`src/rtl/pfvf_rx_router.sv`:
```
// Receive router: decodes PF/VF/VF-active on each SOP beat and steers the packet
// to one of 8 function ports through a single-entry output register.
module pfvf_rx_router #(
  parameter int unsigned DATA_W = 512,
  parameter int unsigned CNT_W  = 16
) (
  input  logic              clk,
  input  logic              rst,
  input  logic              in_valid,
  output logic              in_ready,
  input  logic              in_sop,
  input  logic              in_eop,
  input  logic [2:0]        in_pf,
  input  logic [10:0]       in_vf,
  input  logic              in_vfa,
  input  logic [DATA_W-1:0] in_data,
  output logic [7:0]        out_valid,
  input  logic [7:0]        out_ready,
  output logic              out_sop,
  output logic              out_eop,
  output logic [DATA_W-1:0] out_data,
  output logic [CNT_W-1:0]  unmapped_cnt,
  output logic              unmapped_pulse
);

  typedef enum logic [1:0] {
    IDLE = 2'd0,
    FWD  = 2'd1,
    DROP = 2'd2
  } state_t;

  state_t              r_state;
  state_t              w_state_nxt;
  logic [2:0]          r_route;
  logic                r_obuf_valid;
  logic                r_obuf_sop;
  logic                r_obuf_eop;
  logic [DATA_W-1:0]   r_obuf_data;
  logic [2:0]          r_obuf_port;
  logic [CNT_W-1:0]    r_cnt;
  logic                r_pulse;

  logic                w_hit;
  logic [2:0]          w_dec_port;
  logic                w_space;
  logic                w_drain;
  logic                w_acc;
  logic                w_sop_acc;
  logic                w_load;
  logic [2:0]          w_load_port;
  logic                w_cnt_inc;

  // Function map: vfa=0 selects by PF alone, vfa=1 only PF0 with VF 0..2
  always_comb begin
    w_hit      = 1'b0;
    w_dec_port = 3'd0;
    if (!in_vfa) begin
      case (in_pf)
        3'd4: begin w_hit = 1'b1; w_dec_port = 3'd3; end
        3'd3: begin w_hit = 1'b1; w_dec_port = 3'd4; end
        3'd2: begin w_hit = 1'b1; w_dec_port = 3'd5; end
        3'd1: begin w_hit = 1'b1; w_dec_port = 3'd6; end
        3'd0: begin w_hit = 1'b1; w_dec_port = 3'd7; end
        default: ;
      endcase
    end else if (in_pf == 3'd0) begin
      case (in_vf)
        11'd2: begin w_hit = 1'b1; w_dec_port = 3'd0; end
        11'd1: begin w_hit = 1'b1; w_dec_port = 3'd1; end
        11'd0: begin w_hit = 1'b1; w_dec_port = 3'd2; end
        default: ;
      endcase
    end
  end

  assign w_drain = r_obuf_valid & out_ready[r_obuf_port];
  assign w_space = ~r_obuf_valid | out_ready[r_obuf_port];

  always_ff @(posedge clk) begin
    if (rst) r_state <= IDLE;
    else     r_state <= w_state_nxt;
  end

  always_comb begin
    w_state_nxt = r_state;
    case (r_state)
      IDLE: if (w_sop_acc && !in_eop) w_state_nxt = w_hit ? FWD : DROP;
      FWD:  if (w_acc && in_eop)      w_state_nxt = IDLE;
      DROP: if (w_acc && in_eop)      w_state_nxt = IDLE;
      default:                        w_state_nxt = IDLE;
    endcase
  end

  // Non-SOP beats in IDLE are always discardable, so they never wait on the buffer
  always_comb begin
    in_ready    = 1'b0;
    w_load      = 1'b0;
    w_load_port = r_route;
    w_cnt_inc   = 1'b0;
    w_sop_acc   = 1'b0;
    case (r_state)
      IDLE:    in_ready = ~in_sop | w_space;
      FWD:     in_ready = w_space;
      DROP:    in_ready = 1'b1;
      default: in_ready = 1'b0;
    endcase
    if (rst) in_ready = 1'b0;
    w_acc = in_valid & in_ready;
    case (r_state)
      IDLE: begin
        w_sop_acc = w_acc & in_sop;
        if (w_sop_acc) begin
          w_load      = w_hit;
          w_load_port = w_dec_port;
          w_cnt_inc   = ~w_hit;
        end
      end
      FWD:     w_load = w_acc;
      default: ;
    endcase
    out_valid = r_obuf_valid ? (8'b1 << r_obuf_port) : '0;
  end

  always_ff @(posedge clk) begin
    if (rst) begin
      r_obuf_valid <= 1'b0;
      r_obuf_sop   <= 1'b0;
      r_obuf_eop   <= 1'b0;
      r_obuf_port  <= '0;
      r_route      <= '0;
      r_cnt        <= '0;
      r_pulse      <= 1'b0;
    end else begin
      if (w_load) begin
        r_obuf_valid <= 1'b1;
        r_obuf_sop   <= in_sop & (r_state == IDLE);
        r_obuf_eop   <= in_eop;
        r_obuf_port  <= w_load_port;
      end else if (w_drain) begin
        r_obuf_valid <= 1'b0;
      end
      if (w_sop_acc) r_route <= w_dec_port;
      if (w_cnt_inc && r_cnt != '1) r_cnt <= r_cnt + 1'b1;
      r_pulse <= w_cnt_inc;
    end
  end

  always_ff @(posedge clk) begin
    if (w_load) r_obuf_data <= in_data;
  end

  assign out_sop        = r_obuf_sop;
  assign out_eop        = r_obuf_eop;
  assign out_data       = r_obuf_data;
  assign unmapped_cnt   = r_cnt;
  assign unmapped_pulse = r_pulse;

endmodule
```
`config.mk`:
```
export PLATFORM = sky130hd
export DESIGN_NAME = pfvf_rx_router
export DESIGN_NICKNAME = d
export VERILOG_FILES = /design/src/rtl/pfvf_rx_router.sv
export SDC_FILE = /design/constraint.sdc
export NUM_CORES = 1
export LEC_CHECK = 0
export ABC_AREA = 0
export BUFFER_PORTS_ARGS = -buffer_cell sky130_fd_sc_hd__buf_2
export CORE_AREA = 2 2 420 422
export DETAILED_ROUTE_END_ITERATION = 6
export DIE_AREA = 0 0 422 424
export GPL_TIMING_DRIVEN = 0
export HOLD_SLACK_MARGIN = 0.1
export PLACE_DENSITY = 0.3
export SETUP_SLACK_MARGIN = 0.3
export SYNTH_ARGS = -nofsm -noshare
export SYNTH_HDL_FRONTEND = slang
export SYNTH_SLANG_ARGS = --single-unit
```
`constraint.sdc`:
```
create_clock -name clk -period 43.1 [get_ports clk]
set_input_delay 8.62 -clock clk [delete_from_list [all_inputs] [get_ports clk]]
set_output_delay 8.62 -clock clk [all_outputs]
set_load 0.03 [all_outputs]
```
==> impl_metrics.json <==
{
  "yosysWarnings": 0,
  "crit_arrival_ns": 10.16,
  "route.detailed.drc": 0,
  "grt_max_degree": 119,
  "clk_pin_slew_ns": 0.05,
  "min_period_ns": 18.78,
  "grt_usage": 0.107,
  "synth_cell_types": 46,
  "die_height_um": 424,
  "final_nets": 2437,
  "postCtsSetupBuffers": 0,
  "fin_skew_ns": 0.0222,
  "clock_latency_ns": 0.67,
  "status": "complete, no violations",
  "power_density_mw_per_mm2": 45.7,
  "coreArea_sq_mm": 0.175,
  "period_share": 0.436,
  "hp-class": "flop to flop",
  "viasPerCell": 2.86,
  "setup_viol": 0,
  "slowest_delay_ns": 0.53,
  "row_count": 154,
  "utilization": 0.160,
  "vias": 12300,
  "cts.hold.buffers_added": 0,
  "ctsResizeCount": 0,
  "antenna_found_initial": 89,
  "die_w_um": 422,
  "first_global_vias": 12000,
  "ant_nets": 0,
  "cts.sinks": 540,
  "avgSynthCellArea_sq_um": 23.4,
  "synthCells": 732,
  "wl_per_cell_um": 23.4,
  "syn_to_final_growth_pct": 63.3,
  "overflow": 0,
  "drive_gt1_frac": 0.619,
  "first_pass_iters": 4,
  "drtIter0Drc": 741,
  "ir_drop_mv": 0.0212,
  "io_pins": 1080,
  "stdcell_area_sq_mm": 0.0280,
  "crit_chain": "buf_2 -> mux2i_1 -> a22o_1 -> o21ai_1 -> nand2_1 -> nor3_1 -> buf_2",
  "nFillCells": 19600,
  "multiInputGateArea_sq_mm": 0.00115,
  "startpoint_type": "input pin",
  "final_cell_mix": "1086 x buf_2, 512 x edfxtp_1, 74 x clkbuf_16",
  "worst_path_most_repeated_cell": "buf_2",
  "fmax_mhz": 53.2,
  "cts_tree": "yes",
  "clockRootBuffer": "clkbuf_16",
  "dieArea_sq_mm": 0.179,
  "worstMarginPinSlew_ns": 0.880,
  "worst_slack_ns": 24.32,
  "setup-tns-final_ns": 0,
  "gp_routability_congestion": 0.835,
  "start_util": 0.0981,
  "numCtsBuffers": 74,
  "htree_num_levels": 3,
  "pre_cts_ws_ns": 24.26,
  "slew-limit-headroom": 0.408,
  "syn_nets": 1277,
  "cp_max_fo": 7,
  "hold_viol": 0,
  "rsz0062_at_grt": "no",
  "crit_type": "input pin to output port",
  "synth_seq_area_share": 0.929,
  "synth_area_sq_mm": 0.0172,
  "numPortBuffers": 1079,
  "cp_slowest_cell": "o21ai_1",
  "required_ns": 34.48,
  "grt_pass1_wl_um": 126000,
  "place.detailed.hpwl_um": 82500,
  "critPathCaptureType": "output port",
  "wl_um": 100000,
  "slew_viol_final": 0,
  "maxCapViolCount": 0,
  "clockBufferDepth": 3,
  "finalPower_mw": 1.28,
  "leakagePower_nw": 10.7,
  "seq_area_sq_mm": 0.0159,
  "layout_commonest_cell": "buf_2",
  "ys_ff_latch": 540,
  "placed_cell_area_sq_mm": 0.0256
}
==> metal layers <==
layer,up-vias,track usage,wire length [um],share of wire
li1,5307,-,-,-
met1,6088,0.132,41500,0.41
met2,667,0.177,48300,0.48
met3,226,0.0377,8040,0.080
met4,4,0.0277,2500,0.025
met5,-,0,21,0.00021
==> power breakdown <==
group,internal (mW),leakage (nW),switching [mW]
Clock,0.365,1.16,0.255
Combinational,0.0252,4.70,0.0462
Sequential,0.587,4.86,0.00366
Total,0.976,10.7,0.305
==> synth_stat cells (all sizes together) <==
library cell	n	area, sq um
edfxtp	512	15400
dfxtp	28	561
nand2	18	67.6
a21oi	14	70.1
nand3	14	70.1
nor2	13	48.8
o21ai	12	60.1
nand4	9	62.6
mux2i	8	80.1
nor3	8	40.0
buf	7	35.0
nor4	7	56.3
o31ai	7	52.6
or4	7	52.6
inv	6	22.5
nand2b	6	37.5
ha	5	62.6
mux2	5	56.3
nor2b	5	31.3
o2111ai	4	35.0
o211ai	4	35.0
clkbuf	3	11.3
o311ai	3	26.3
o41ai	3	26.3
or2	3	18.8
or3	3	18.8
and3	2	12.5
nor3b	2	15.0
or3b	2	20.0
a211o	1	8.76
a21boi	1	7.51
a21o	1	7.51
a22o	1	8.76
and2	1	6.26
and4	1	8.76
nand4b	1	8.76
o21a	1	7.51
o21bai	1	7.51
o22ai	1	6.26
o311a	1	10.0
or4b	1	10.0
==> final cells by class <==
| type | count | share of cell area |
|---|---|---|
| timing repair buffer | 1084 | 0.198 |
| inverter | 6 | 0.00107 |
| sequential | 540 | 0.569 |
| antenna | 5 | 0.000446 |
| tap | 2340 | 0.104 |
| buffer | 10 | 0.00165 |
| multi-input combinational | 176 | 0.0412 |
| clock inverter | 44 | 0.0168 |
| clock buffer | 89 | 0.0681 |
==> sequential cells by signal, indices dropped and copies added, names as in the netlist <==
signal          flops
out_eop             1
out_data          512
out_sop             1
r_route             3
r_obuf_valid        1
unmapped_pulse      1
r_state             2
r_obuf_port         3
unmapped_cnt       16
==> cell families after synthesis <==
logic type | share of synthesized area
DFF | 0.929
and+or+nand+nor | 0.0341
AOI/OAI and AO/OA | 0.0215
buffers and inverters | 0.00401
muxes | 0.00795
adders and majority gates | 0.00365
==> per-stage QoR <==
stage                     hold WS (ns)  std cells
after floorplan                  0.450        732
after global placement           0.457       4151
after detailed placement         0.472       4156
after CTS                        0.479       4289
after global routing             0.514       4290
final                            0.482       4294
==> worst max-delay path: cells and delay by family <==
family,cells,cell delay [ns]
buffers and inverters,2,0.38
multiplexers,1,0.06
AND/OR/NAND/NOR,2,0.29
AO/OA/AOI/OAI,2,0.80
==> final timing paths <==
path	from	to	slack [ns]	cells past startpoint
hold reg to reg	r_route[1]	r_route[1]	0.48	2
setup reg to reg	r_state[0]	out_data[199]	39.21	8
hold / removal	r_route[1]	r_route[1]	0.48	2
setup / recovery	out_ready[3]	in_ready	24.32	7
Note: power is estimated with default switching activity, not from simulation.
